**src/rtl/queue_ctrl_pkg.sv**
```systemverilog
// Shared constants for the queue controller: widths, default capacity and the
// wait-time table indexed by {tellers, persons}.
package queue_ctrl_pkg;

  localparam int PW    = 3;
  localparam int TW    = 2;
  localparam int WW    = 5;
  localparam int IW    = TW + PW;
  localparam int MAX_P = 7;

  // Row = open tellers, column = persons waiting; row 0 and column 0 read as 0.
  localparam logic [WW-1:0] WAIT_TBL [0:(1<<TW)-1][0:(1<<PW)-1] = '{
    '{5'd0, 5'd0, 5'd0, 5'd0,  5'd0,  5'd0,  5'd0,  5'd0},
    '{5'd0, 5'd3, 5'd6, 5'd9,  5'd12, 5'd15, 5'd18, 5'd21},
    '{5'd0, 5'd3, 5'd4, 5'd6,  5'd7,  5'd9,  5'd10, 5'd12},
    '{5'd0, 5'd3, 5'd4, 5'd5,  5'd6,  5'd7,  5'd8,  5'd9}
  };

  function automatic logic [WW-1:0] wait_lookup(input logic [IW-1:0] idx);
    return WAIT_TBL[idx[IW-1:PW]][idx[PW-1:0]];
  endfunction

endpackage

```
**src/rtl/wait_rom.sv**
```systemverilog
// Combinational wait-time lookup; index is {Tcount, Pcount}.
module wait_rom
  import queue_ctrl_pkg::*;
(
  input  logic [IW-1:0] idx,
  output logic [WW-1:0] wtime
);

  always_comb begin
    wtime = wait_lookup(idx);
  end

endmodule

```
**src/rtl/queue_ctrl.sv**
```systemverilog
// Queue occupancy counter driven by entry/exit photo sensors, with full/empty
// flags, a sticky misuse alarm and a registered wait-time estimate.
module queue_ctrl
  import queue_ctrl_pkg::*;
#(
  parameter int MAX_P = queue_ctrl_pkg::MAX_P
) (
  input  logic          clk,
  input  logic          rst,
  input  logic          back_sensor,
  input  logic          front_sensor,
  input  logic [TW-1:0] Tcount,
  output logic [PW-1:0] Pcount,
  output logic [WW-1:0] Wtime,
  output logic          full,
  output logic          empty,
  output logic          alarm
);

  localparam logic [PW-1:0] MAX_CNT = PW'(MAX_P);

  logic          back_hist;
  logic          front_hist;
  logic          back_armed;
  logic          front_armed;
  logic          entry_ev;
  logic          exit_ev;
  logic [PW-1:0] pcount_q;
  logic [PW-1:0] cnt_nxt;
  logic          alarm_q;
  logic          alarm_set;
  logic [WW-1:0] wtime_q;
  logic [WW-1:0] rom_wtime;
  logic [IW-1:0] rom_idx;

  // The arm flags stop a sensor that is already high at reset release from
  // looking like a fresh rising edge; it must be seen low first.
  always_ff @(posedge clk) begin
    if (rst) begin
      back_hist   <= 1'b0;
      front_hist  <= 1'b0;
      back_armed  <= ~back_sensor;
      front_armed <= ~front_sensor;
    end else begin
      back_hist   <= back_sensor;
      front_hist  <= front_sensor;
      back_armed  <= back_armed | ~back_sensor;
      front_armed <= front_armed | ~front_sensor;
    end
  end

  always_comb begin
    entry_ev = back_sensor & ~back_hist & back_armed;
    exit_ev  = front_sensor & ~front_hist & front_armed;
  end

  // Simultaneous entry and exit cancel out; misuse holds the count and alarms.
  always_comb begin
    cnt_nxt   = pcount_q;
    alarm_set = 1'b0;
    case ({entry_ev, exit_ev})
      2'b10: begin
        if (pcount_q == MAX_CNT) alarm_set = 1'b1;
        else                     cnt_nxt   = pcount_q + 1'b1;
      end
      2'b01: begin
        if (pcount_q == '0) alarm_set = 1'b1;
        else                cnt_nxt   = pcount_q - 1'b1;
      end
      default: begin
        cnt_nxt   = pcount_q;
        alarm_set = 1'b0;
      end
    endcase
  end

  always_ff @(posedge clk) begin
    if (rst) begin
      pcount_q <= '0;
      alarm_q  <= 1'b0;
      wtime_q  <= '0;
    end else begin
      pcount_q <= cnt_nxt;
      alarm_q  <= alarm_q | alarm_set;
      wtime_q  <= rom_wtime;
    end
  end

  assign rom_idx = {Tcount, pcount_q};

  wait_rom u_wait_rom (
    .idx   (rom_idx),
    .wtime (rom_wtime)
  );

  assign Pcount = pcount_q;
  assign Wtime  = wtime_q;
  assign alarm  = alarm_q;
  assign full   = (pcount_q == MAX_CNT);
  assign empty  = (pcount_q == '0);

endmodule

```
**config.mk**
```make
export PLATFORM = sky130hd
export DESIGN_NAME = queue_ctrl
export DESIGN_NICKNAME = d
export VERILOG_FILES = /design/src/rtl/queue_ctrl_pkg.sv /design/src/rtl/wait_rom.sv /design/src/rtl/queue_ctrl.sv
export SDC_FILE = /design/constraint.sdc
export NUM_CORES = 1
export LEC_CHECK = 0
export BUFFER_PORTS_ARGS = -buffer_cell sky130_fd_sc_hd__buf_2
export CORE_UTILIZATION = 30
export CTS_BUF_LIST = sky130_fd_sc_hd__clkbuf_4
export DETAILED_ROUTE_END_ITERATION = 6
export MAX_ROUTING_LAYER = met4
export SLEW_MARGIN = 20
export SYNTH_ARGS = -nofsm -noshare
export SYNTH_HDL_FRONTEND = slang
export SYNTH_SLANG_ARGS = --single-unit
```
**constraint.sdc**
```tcl
create_clock -name clk -period 2.15 [get_ports clk]
set_clock_uncertainty 0.15 [all_clocks]
set_input_delay 0 -clock clk [delete_from_list [all_inputs] [get_ports clk]]
set_output_delay 0 -clock clk [all_outputs]
set_load 0.01 [all_outputs]
```
* Yosys cells after proc, flatten, opt, wreduce, memory -nomap -nowiden
Index checks and enable logic that the tools add are counted.
** Storage, ports and cells
- Register bits :: 13
- Bits in latches :: 0
- Bits in writable memories :: 0
- Memory bits (read-only) :: 0
- Input port bits :: 6
- Word-level logic and storage cells :: 46
- Memories :: 0
** Operators by class
- Add/subtract/negate cells :: 2
- $mul :: 0
- Divide/modulo/power cells :: 0
- Magnitude comparators :: 2
- Equal/unequal tests :: 5
- Shifts and indexed selects :: 0
- Mux-type cells :: 14
- Bitwise logic cells :: 13
- Reduce and logical (&&, ||, !) cells :: 3
** Operator list (count)
- $bmux W40 S2 :: 1
- $mux W40 :: 2
- $bmux W5 S3 :: 1
- $mux W5 :: 2
- $mux W3 :: 2
- $pmux W3 S2 :: 1
- $and A1 B1 Y1 :: 4
- $ge A4 B4 Y1 const B :: 1
- $mux W1 :: 4
- $ne A2 B2 Y1 const B :: 2
- $not A1 Y1 :: 4
- $not A3 Y4 :: 1
- $add A3 B1 Y3 const B :: 1
- $eq A3 B3 Y1 const B :: 1
- $ge A3 B3 Y1 const B :: 1
- $logic_not A3 Y1 :: 1
- $not A2 Y3 :: 1
- $or A1 B1 Y1 :: 3
- $reduce_and A3 Y1 :: 1
- $sub A3 B1 Y3 const B :: 1
- $eq A2 B1 Y1 const B :: 1
- $eq A2 B2 Y1 const B :: 1
- $pmux W1 S2 :: 1
- $reduce_bool A2 Y1 :: 1

* Logic depth before layout (Yosys ltp)
Gate-level depths: netlist of run 1.
- Depth after elaboration :: 7
- Gate-level depth with buffers :: 9
- Mapped depth without buffers :: 9

* Hierarchy
From an unflattened synthesis of run 1, not the netlist that was laid out.
** Unflattened totals
- Cell total of the unflattened synthesis :: 91
- Area, all modules :: 827.0 um2
** By module, submodules not included
- queue_ctrl :: times used 1, cells each 57, area each 555.5 um2, sequential area each 260.2 um2
- wait_rom :: times used 1, cells each 34, area each 271.5 um2, sequential area each 0.0 um2

* Least setup slack after synthesis of run 1
Ideal clock, no wire load.
- Kind :: flip-flop to flip-flop
- From :: register front_armed
- To :: register pcount_q[2], in the netlist Pcount[2]
- Arrival :: 1942 ps
- Setup slack :: -66 ps
- Stages on the path, launching flop included :: 10
- Clock period less this slack :: 2216 ps
- Cell sequence :: dfxtp_1 -> nand2_1 -> or2_2 -> inv_1 -> ha_1 -> inv_1 -> fa_1 -> xor2_1 -> nor4_2 -> mux2_1
** On the way
- Cells in the longest elaborated chain, start to end :: 4
- Elaborated cells between the ends (all ways) :: 8
- Classes of those cells :: eq/ne: 4; mux: 1; bitwise: 1; reduce/logical: 2
** Ends and longest elaborated chain
- start: declaration :: RTL line queue_ctrl.sv:25 : logic front_armed;
- start signal: assignment :: RTL line queue_ctrl.sv:43 : front_armed <= ~front_sensor;
- start signal: assignment :: RTL line queue_ctrl.sv:48 : front_armed <= front_armed | ~front_sensor;
- $and A1 B1 Y1 (*) :: RTL line queue_ctrl.sv:54 : exit_ev = front_sensor & ~front_hist & front_armed;
- $eq A2 B1 Y1 or $eq A2 B2 Y1 (tied branches) :: RTL line queue_ctrl.sv:61 : case ({entry_ev, exit_ev})
- $ne A2 B2 Y1 (no line) or $reduce_bool A2 Y1 (tied branches)
- $reduce_and A3 Y1 (no line)
- end signal: assignment :: RTL line queue_ctrl.sv:83 : pcount_q <= cnt_nxt;
- end: declaration :: RTL line queue_ctrl.sv:28 : logic [PW-1:0] pcount_q;
Every way passes the cells marked *; elsewhere a longest branch is shown, timed or not.
A chain may end at the register's enable or synchronous reset.

* Worst setup path after layout of run 1
- From :: input back_sensor
- To :: register pcount_q[2], in the netlist Pcount[2]
** On the way
- Cells in the longest elaborated chain, start to end :: 5
- Elaborated cells between the ends (all ways) :: 9
- Classes of those cells :: eq/ne: 4; mux: 1; bitwise: 2; reduce/logical: 2
** Ends and longest elaborated chain
- start: declaration :: RTL line queue_ctrl.sv:10 : input logic back_sensor,
- $and A1 B1 Y1 (*) (2 in series) :: RTL line queue_ctrl.sv:53 : entry_ev = back_sensor & ~back_hist & back_armed;
- $eq A2 B1 Y1 or $eq A2 B2 Y1 (tied branches) :: RTL line queue_ctrl.sv:61
- $ne A2 B2 Y1 (no line) or $reduce_bool A2 Y1 (tied branches)
- $reduce_and A3 Y1 (no line)
Marks and branches as above.

==> out/qor.yml, run 1 <==
clocking:
  cts-htree-levels: 1
  root_buffer: "clkbuf_4"
  cts_made_buffers: 3
  clock_path_buffers: 2
  numClockSinks: 13
  clkTransAtPathRegs_ps: 80
  cts_tree: "done"
  clkLatencyLatePin_ps: 280
setup_path:
  r2r_end: "Pcount[2]"
  critPathLaunchType: "primary input"
  slowest_delay_ps: 520
  worstPathCellList: "dlygate4sd3_1, buf_2, nand2_1, or2_2, ha_4, buf_4, nor4b_4, nor4_2, mux2_1"
  r2r.worst_path.cells: 9
  r2r_start: "front_armed"
  rrSetupSlack_ps: 80
  critPathCaptureType: "flip-flop"
  cp_max_fo: 4
  worstSetupPathType: "primary input to flip-flop"
  slowest_stage: "dlygate4sd3_1"
  arrival_ps: 2080
  crit_required_ps: 2170
final_layout:
  area_growth_pct: 28.2
  diodes: 0
  final_util_pct: 40.6
  fin_nets: 127
  fin_cells: 144
  drive_above_1_share_pct: 29.8
route:
  vias: 711
  drt-initial-drc-count: 5
  via_per_inst: 4.94
  detail_route.wl_per_cell_um: 11.4
  drt_pass1_iterations: 4
  routed_wirelength_mm: 1.64
  drc: 0
  postRouteAntennaNets: 0
synthesis:
  async_flop_share_pct: 0
  muxShareOfSynthArea_pct: 2.74
  synth-xor-area-share_pct: 1.13
  synthAdderAreaFrac_pct: 10.6
  synth-edff-count: 0
  synth-simple-area-share_pct: 24.5
  synth_compound_gate_area_share_pct: 17.9
  syn_area_um2: 777
  synthesis.area_per_instance_um2: 8.63
  yosysUniqueCellTypes: 36
  ys_ff_latch: 13
  synth_fp_nets: 102
  synth_flop_cell: "dfxtp_1"
  synth_cells: 90
  ys.warnings.count: 0
  synth_top_family_by_area: "simple AND/OR/NAND/NOR gates"
  synth-seq-area-share_pct: 33.5
placement:
  globalplace.congestion: 0.786
  dpl.hpwl_mm: 1.15
  numPortBuffers: 16
  dp.cells: 134
timing:
  hold_ws_ps: 7.22
  tightest_slew_ps: 564
  fin_crit_ps: 2070
  setup_viol: 0
  slew_headroom_pct: 62.4
  slew_viol_final: 0
  period_share_pct: 96.2
  fmax_mhz: 484
  hold_viol: 0
global_route:
  grt_pass1_wl_mm: 2.81
  antenna_found_initial: 0
  gr-total-overflow: 0
  grt_max_degree: 18
  grt_pass1_vias: 670
  grt_usage_pct: 14.3
min_path:
  hold_path_depth: 4
  min_to: "Wtime[0]"
  hold_path_class: "primary input to flip-flop"
  worstHoldStart: "Tcount[0]"
pwr:
  p_switching_mw: 0.190
  power_frac_seq_pct: 44.3
  sw_frac_of_total_pct: 31.0
  vdd_drop_max_mv: 0.334
  p_int_mw: 0.424
  p_comb_share_pct: 28.8
  power-per-cell-area_nw_per_um2: 617
  p_leak_nw: 0.449
  power_frac_clock_pct: 26.9
floorplan:
  pin_count: 17
  std_cell_rows: 18
  initial_core_util_pct: 31.7
  die_w_um: 52.9
  die_h_um: 52.9
  dieArea_um2: 2800
  core_um2: 2450
status:
  status: "completed"
job:
  maxCapViolCount: 0
-- routing by layer --
layer  up-vias  track usage (%)  wire length [um]
li1        356                -                 -
met1       336             16.8               772
met2        17             23.0               771
met3         2             6.03                81
met4         0             2.63                11
met5         -                -                 0
-- repair_timing --
| action | in CTS | in global routing |
|---|---|---|
| endpoints found under the hold margin | 9 | 0 |
| hold buffers | 6 | 0 |
| pin swaps | 0 | 0 |
| buffers inserted | 0 | 0 |
| endpoints found under the setup margin | 1 | 1 |
| gates resized for setup | 3 | 2 |
-- cell type report --
type	instances	area (um2)
timing repair buffer	25	163
multi-input combinational	60	459
tap	30	37.5
fill	256	1460
clock buffer	4	30.0
inverter	12	45.0
sequential	13	262
-- metrics by stage --
stage	instance area, um2	setup WS (ps)	TNS (ps)	total power, mW
after floorplan	790	0.983	0	0.396
after global placement	900	2.22	0	0.438
after detailed placement	900	-64.3	-64.3	0.444
after CTS	993	3.13	0	0.622
after global routing	996	-3.28	-3.28	0.661
final	996	82.4	0	0.615
-- cells in the mapped netlist, drive strengths merged, types with 2 or more instances --
| cell type | n | area [um2] |
|---|---|---|
| or2 | 2 | 12.5 |
| o21bai | 2 | 15.0 |
| buf | 4 | 26.3 |
| a21oi | 7 | 35.0 |
| nand3b | 2 | 15.0 |
| nor2b | 2 | 12.5 |
| inv | 12 | 45.0 |
| nand2 | 5 | 18.8 |
| o21ai | 5 | 25.0 |
| ha | 5 | 62.6 |
| and2 | 3 | 18.8 |
| nor3 | 5 | 25.0 |
| nor2 | 3 | 11.3 |
| dfxtp | 13 | 260 |
| and4 | 2 | 20.0 |
-- cells in the final DEF, fill, tap and decap left out, types with 2 or more instances in the layout --
master and n:
buf_2 16, dfxtp_1 12, inv_1 10, a21oi_1 7, dlygate4sd3_1 6, nand2_1 5, nor3_1 5, o21ai_0 4
ha_1 4, clkbuf_4 4, and2_1 3, nor2_1 3, buf_4 3, inv_2 2, o21bai_1 2, nand3b_1 2
nor2b_1 2
-- sequential cells by signal, indices dropped and copies added (netlist names) --
signal,cells
front_armed,1
back_armed,1
back_hist,1
Pcount,3
Wtime,5
alarm,1
front_hist,1
-- cells by family after synthesis --
logic type                 after synthesis
buffers and inverters                   17
DFF                                     13
muxes                                    2
and+or+nand+nor                         29
AOI/OAI and AO/OA                       22
adders and majority gates                6
xor gates and xnor gates                 1
-- worst max path at each step --
stage / startpoint / to / slack, ps / cells after the start
after global routing: front_armed / Pcount[2] / -3 / 9
final: back_sensor / Pcount[2] / 80 / 9
after global placement: front_armed / Pcount[2] / 2 / 9
after detailed placement: front_armed / Pcount[2] / -60 / 9
after CTS: front_armed / Pcount[2] / 3 / 9
after floorplan: front_armed / Pcount[2] / 1 / 9
-- critical path, delay by kind of cell --
kind	cells	cell delay [ps]
adders and majority gates	1	180
buffers and inverters	3	770
muxes	1	340
and+or+nand+nor	4	800
-- power by group through the flow --
| stage | logic [mW] | clock network [mW] | registers, mW |
|---|---|---|---|
| after floorplan | 0.113 | 0 | 0.284 |
| after global placement | 0.160 | 0 | 0.277 |
| after detailed placement | 0.166 | 0 | 0.278 |
| after CTS | 0.177 | 0.172 | 0.272 |
| after global routing | 0.199 | 0.186 | 0.275 |
| final | 0.177 | 0.165 | 0.272 |
No activity file was read; power rests on OpenSTA's default activity.
==> run 2, diff against run 1 <==
--- a/config.mk
+++ b/config.mk
@@ -10,6 +10,7 @@
 export CTS_BUF_LIST = sky130_fd_sc_hd__clkbuf_4
 export DETAILED_ROUTE_END_ITERATION = 6
 export MAX_ROUTING_LAYER = met4
+export SETUP_SLACK_MARGIN = 0.1
 export SLEW_MARGIN = 20
 export SYNTH_ARGS = -nofsm -noshare
 export SYNTH_HDL_FRONTEND = slang
==> run 2 against run 1 <==
Net effect:
- via count decreased by 3.0%
- clock-buffer cell count unchanged
- global-route usage decreased by 0.25 points
- first-iteration DRC count fell by 20%
- cell area increased by 0.13%
- cell count did not move
- register-to-register slack improved by 30 ps
- worst setup slack improved by 32 ps
- core utilization up 0.051 points
- hold slack improved by 14 ps
- sequential share of layout area is 0.093 points higher
- total power is 0.16% higher
==> out/qor.yml, run 2 (synthesis gave the netlist of run 1 again) <==
setup_path:
  crit_required_ps: 2170
  rrSetupSlack_ps: 110
  worstPathCellList: "nand2_1, or2_4, inv_2, ha_4, inv_2, fa_2, xor2_1, nor4_2, mux2_1"
  critPathLaunchType: "flip-flop"
  crit_family: "adder cells"
  slowest_stage: "mux2_1"
  crit_top_cell: "inv_2"
  slowest_delay_ps: 340
  cp_max_fo: 2
  r2r.worst_path.cells: 9
  crit_buf_inv: 2
  critPathCaptureType: "flip-flop"
  crit_cells: 9
  arrival_ps: 2050
  worstSetupPathType: "flip-flop to flip-flop"
global_route:
  grt_pass1_vias: 661
  grt_max_degree: 18
  grt_pass1_wl_mm: 2.71
  gr-total-overflow: 0
  antenna_found_initial: 0
  grt_usage_pct: 14.0
floorplan:
  pin_count: 17
  dieArea_um2: 2800
  std_cell_rows: 18
  initial_core_util_pct: 31.7
  die_h_um: 52.9
  core_um2: 2450
  die_w_um: 52.9
timing:
  slew_headroom_pct: 62.1
  period_share_pct: 94.7
  grt_setup_unrepaired: "true"
  fmax_mhz: 491
  slew_viol_final: 0
  hold_viol: 0
  setup_tns_ps: 0
  tightest_slew_ps: 568
  setup_viol: 0
  fin_crit_ps: 2040
final_layout:
  mostFrequentLayoutCells: "buf_2, dfxtp_1, inv_1"
  diodes: 0
  fin_nets: 127
  multiInputGateArea_um2: 459
  drive_above_1_share_pct: 30.7
  fin_area_um2: 997
  fillCellCount: 275
  fin_cells: 144
  largest_register_ffs: 5
  ff_latch_area_um2: 263
  area_growth_pct: 28.3
  final_common_cell: "buf_2"
min_path:
  hold_path_depth: 4
  hold_path_class: "primary input to flip-flop"
route:
  drc: 0
  via_per_inst: 4.79
  routed_wirelength_mm: 1.59
  drt-initial-drc-count: 4
  detail_route.wl_per_cell_um: 11.0
  drt_pass1_iterations: 3
  postRouteAntennaNets: 0
  vias: 690
clocking:
  clkLatencyLatePin_ps: 280
  root_buffer: "clkbuf_4"
  cts_tree: "done"
  clkTransAtPathRegs_ps: 80
  cts-htree-levels: 1
  numClockSinks: 13
  cts_setup_buffers: 0
  clock_path_buffers: 2
  cts_made_buffers: 3
placement:
  dpl.hpwl_mm: 1.08
  placed_cell_area_um2: 900
  numPortBuffers: 16
  dp.cells: 134
  globalplace.congestion: 0.705
pwr:
  vdd_drop_max_mv: 0.317
  power-per-cell-area_nw_per_um2: 617
  totalPowerFinal_mw: 0.616
  p_leak_nw: 0.448
status:
  status: "completed"
job:
  maxCapViolCount: 0
[run 2: cell count changes in the layout (fill, tap and decap cells not counted)]
cell     change
dfxtp_2      +1
dfxtp_1      -1
[run 2: per-layer routing]
| layer | wire length [um] | GRT usage (%) | up-vias |
|---|---|---|---|
| met3 | 85 | 6.03 | 2 |
| met1 | 795 | 15.7 | 315 |
| met5 | 0 | - | - |
| met2 | 692 | 22.8 | 15 |
| li1 | - | - | 358 |
| met4 | 12 | 3.95 | 0 |
[run 2: tightest hold or removal path, stage by stage]
cell     delay, ps
buf_2          140
nor3b_1         70
o21ai_1        110
a21oi_1         80
[run 2: power by group]
group	internal, mW	total, mW	switching (mW)
clock network	0.0846	0.168	0.0834
logic	0.0803	0.175	0.0948
registers	0.259	0.272	0.0132
total	0.424	0.616	0.191
[run 2: through the flow]
stage / utilization (%) / setup WS (ps) / hold WS (ps)
after floorplan: - / 20.7 / -73.8
after global placement: 36.6 / 23.4 / 49.4
after detailed placement: 36.6 / -6.66 / 56.3
after CTS: 40.6 / -7.76 / 8.22
after global routing: 40.6 / -6.52 / 63.0
final: 40.6 / 114 / 21.0
[run 2: final timing paths]
kind,from,end
worst max-delay path,front_armed,Pcount[2]
worst min-delay path,Tcount[0],Wtime[0]
worst max register to register,front_armed,Pcount[2]
worst min register to register,alarm,alarm
[run 2: final cells by class]
class / count / area share [%]
Clock buffer: 4 / 3.01
Multi-Input combinational cell: 60 / 46.0
Inverter: 12 / 4.52
Sequential cell: 13 / 26.3
Tap cell: 30 / 3.76
Timing Repair Buffer: 25 / 16.3
[run 2: timing repair]
| item | CTS | global route |
|---|---|---|
| resized for setup | 4 | 1 |
| hold buffers | 6 | 0 |
| pin swaps | 1 | 1 |
| endpoints found under the hold margin | 9 | 0 |
| setup endpoints to repair | 1 | 1 |
==> run 3, diff against run 2 <==
--- a/config.mk
+++ b/config.mk
@@ -5,11 +5,13 @@
 export SDC_FILE = /design/constraint.sdc
 export NUM_CORES = 1
 export LEC_CHECK = 0
+export ABC_CLOCK_PERIOD_IN_PS = 2150
 export BUFFER_PORTS_ARGS = -buffer_cell sky130_fd_sc_hd__buf_2
 export CORE_UTILIZATION = 30
 export CTS_BUF_LIST = sky130_fd_sc_hd__clkbuf_4
 export DETAILED_ROUTE_END_ITERATION = 6
 export MAX_ROUTING_LAYER = met4
+export RECOVER_POWER = 25
 export SETUP_SLACK_MARGIN = 0.1
 export SLEW_MARGIN = 20
 export SYNTH_ARGS = -nofsm -noshare
==> run 3 against run 2 <==
Net effect:
- worst setup slack unchanged
- non-clock buffer count unchanged
- register-to-register slack about the same
- maximum frequency unchanged
- clock power about the same
- core utilization down 0.15 points
- flip-flop and latch count unchanged
- wire length up 0.19%
- critical path type unchanged
- highest routed layer unchanged
==> out/qor.yml, run 3 (synthesis gave the netlist of run 1 again) <==
status:
  status: "completed"
timing:
  slew_viol_final: 0
  setup_viol: 0
  fmax_mhz: 491
  grt_setup_unrepaired: "true"
  slew_headroom_pct: 62.1
  hold_viol: 0
  fin_crit_ps: 2040
  period_share_pct: 94.7
  tightest_slew_ps: 568
setup_path:
  critPathCaptureType: "flip-flop"
  r2r_start: "front_armed"
  critPathLaunchType: "flip-flop"
  worstSetupPathType: "flip-flop to flip-flop"
  arrival_ps: 2050
  cp_max_fo: 2
  setup.worst_path.start: "front_armed"
  crit_required_ps: 2170
floorplan:
  die_w_um: 52.9
  core_um2: 2450
  die_h_um: 52.9
  initial_core_util_pct: 31.7
  std_cell_rows: 18
  pin_count: 17
  dieArea_um2: 2800
pwr:
  p_leak_nw: 0.436
  totalPowerFinal_mw: 0.615
  vdd_drop_max_mv: 0.317
  power-per-cell-area_nw_per_um2: 619
route:
  postRouteAntennaNets: 0
  drc: 0
  vias: 690
  detail_route.wl_per_cell_um: 11.0
  routed_wirelength_mm: 1.59
  drt-initial-drc-count: 4
  drt_pass1_iterations: 3
  via_per_inst: 4.79
clocking:
  numClockSinks: 13
  cts_setup_buffers: 0
  clock_path_buffers: 2
  clkTransAtPathRegs_ps: 80
  clkLatencyLatePin_ps: 280
  cts_made_buffers: 3
  cts_tree: "done"
  root_buffer: "clkbuf_4"
  cts-htree-levels: 1
placement:
  globalplace.congestion: 0.705
  dpl.hpwl_mm: 1.08
  placed_cell_area_um2: 900
  dp.cells: 134
  numPortBuffers: 16
final_layout:
  final_common_cell: "buf_2"
  fin_cells: 144
  fin_nets: 127
  fillCellCount: 276
  mostFrequentLayoutCells: "buf_2, dfxtp_1, inv_1"
  fin_area_um2: 993
  diodes: 0
  area_growth_pct: 27.9
  drive_above_1_share_pct: 28.1
  largest_register_ffs: 5
min_path:
  worstHoldStart: "Tcount[0]"
  hold_path_class: "primary input to flip-flop"
global_route:
  grt_pass1_vias: 661
  antenna_found_initial: 0
  grt_pass1_wl_mm: 2.71
  grt_max_degree: 18
  grt_usage_pct: 14.0
  gr-total-overflow: 0
job:
  maxCapViolCount: 0
[run 3: cell types whose count changed in the layout (fill, tap and decap cells not counted)]
cell / previous run / this run
buf_2: 16 / 13
clkbuf_1: 0 / 3
[run 3: final cells by class]
cell class                 instances  area, um2  share of cell area, %
inverter                          12       45.0                   4.53
multi-input combinational         60        459                   46.2
clock buffer                       4       30.0                   3.02
timing repair buffer              25        159                   16.0
sequential                        13        263                   26.4
tap                               30       37.5                   3.78
[run 3: timing repair]
action | CTS | global route
endpoints found under the setup margin | 1 | 1
hold endpoints to repair | 9 | 0
resized for setup | 4 | 1
pin swaps | 1 | 1
hold buffers | 6 | 0
[run 3: critical path, cell delays in order, from the launching register on]
cell	delay, ps
dfxtp_2	330
nand2_1	50
or2_4	230
inv_2	60
ha_4	120
inv_2	30
fa_2	320
xor2_1	150
nor4_2	150
mux2_1	340
[run 3: power breakdown]
part	switching (mW)	leakage (nW)	internal, mW
clock	0.0833	0.0184	0.0846
sequential	0.0133	0.107	0.259
combinational	0.0949	0.311	0.0794
[run 3: worst paths after layout]
path | cells past startpoint | slack (ps) | end
setup / recovery | 9 | 110 | Pcount[2]
hold / removal | 4 | 20 | Wtime[0]
setup reg to reg | 9 | 110 | Pcount[2]
hold reg to reg | 2 | 300 | alarm
[run 3: metal layers]
| metal | track usage [%] | vias to the layer above | part of all wire, % |
|---|---|---|---|
| li1 | - | 358 | - |
| met4 | 3.95 | 0 | 0.76 |
| met3 | 6.03 | 2 | 5.5 |
| met2 | 22.8 | 15 | 44 |
| met1 | 15.7 | 315 | 50 |
| met5 | - | - | 0 |
[run 3: metrics by stage]
step	setup slack [ps]	setup TNS [ps]	util (%)	hold WS (ps)
global route	-6.52	-6.52	40.5	63.0
global placement	23.4	0	36.6	49.4
detailed placement	-6.66	-6.66	36.6	56.3
CTS	-7.76	-7.76	40.6	8.22
finish	114	0	40.5	21.1
floorplan	20.7	0	-	-73.8
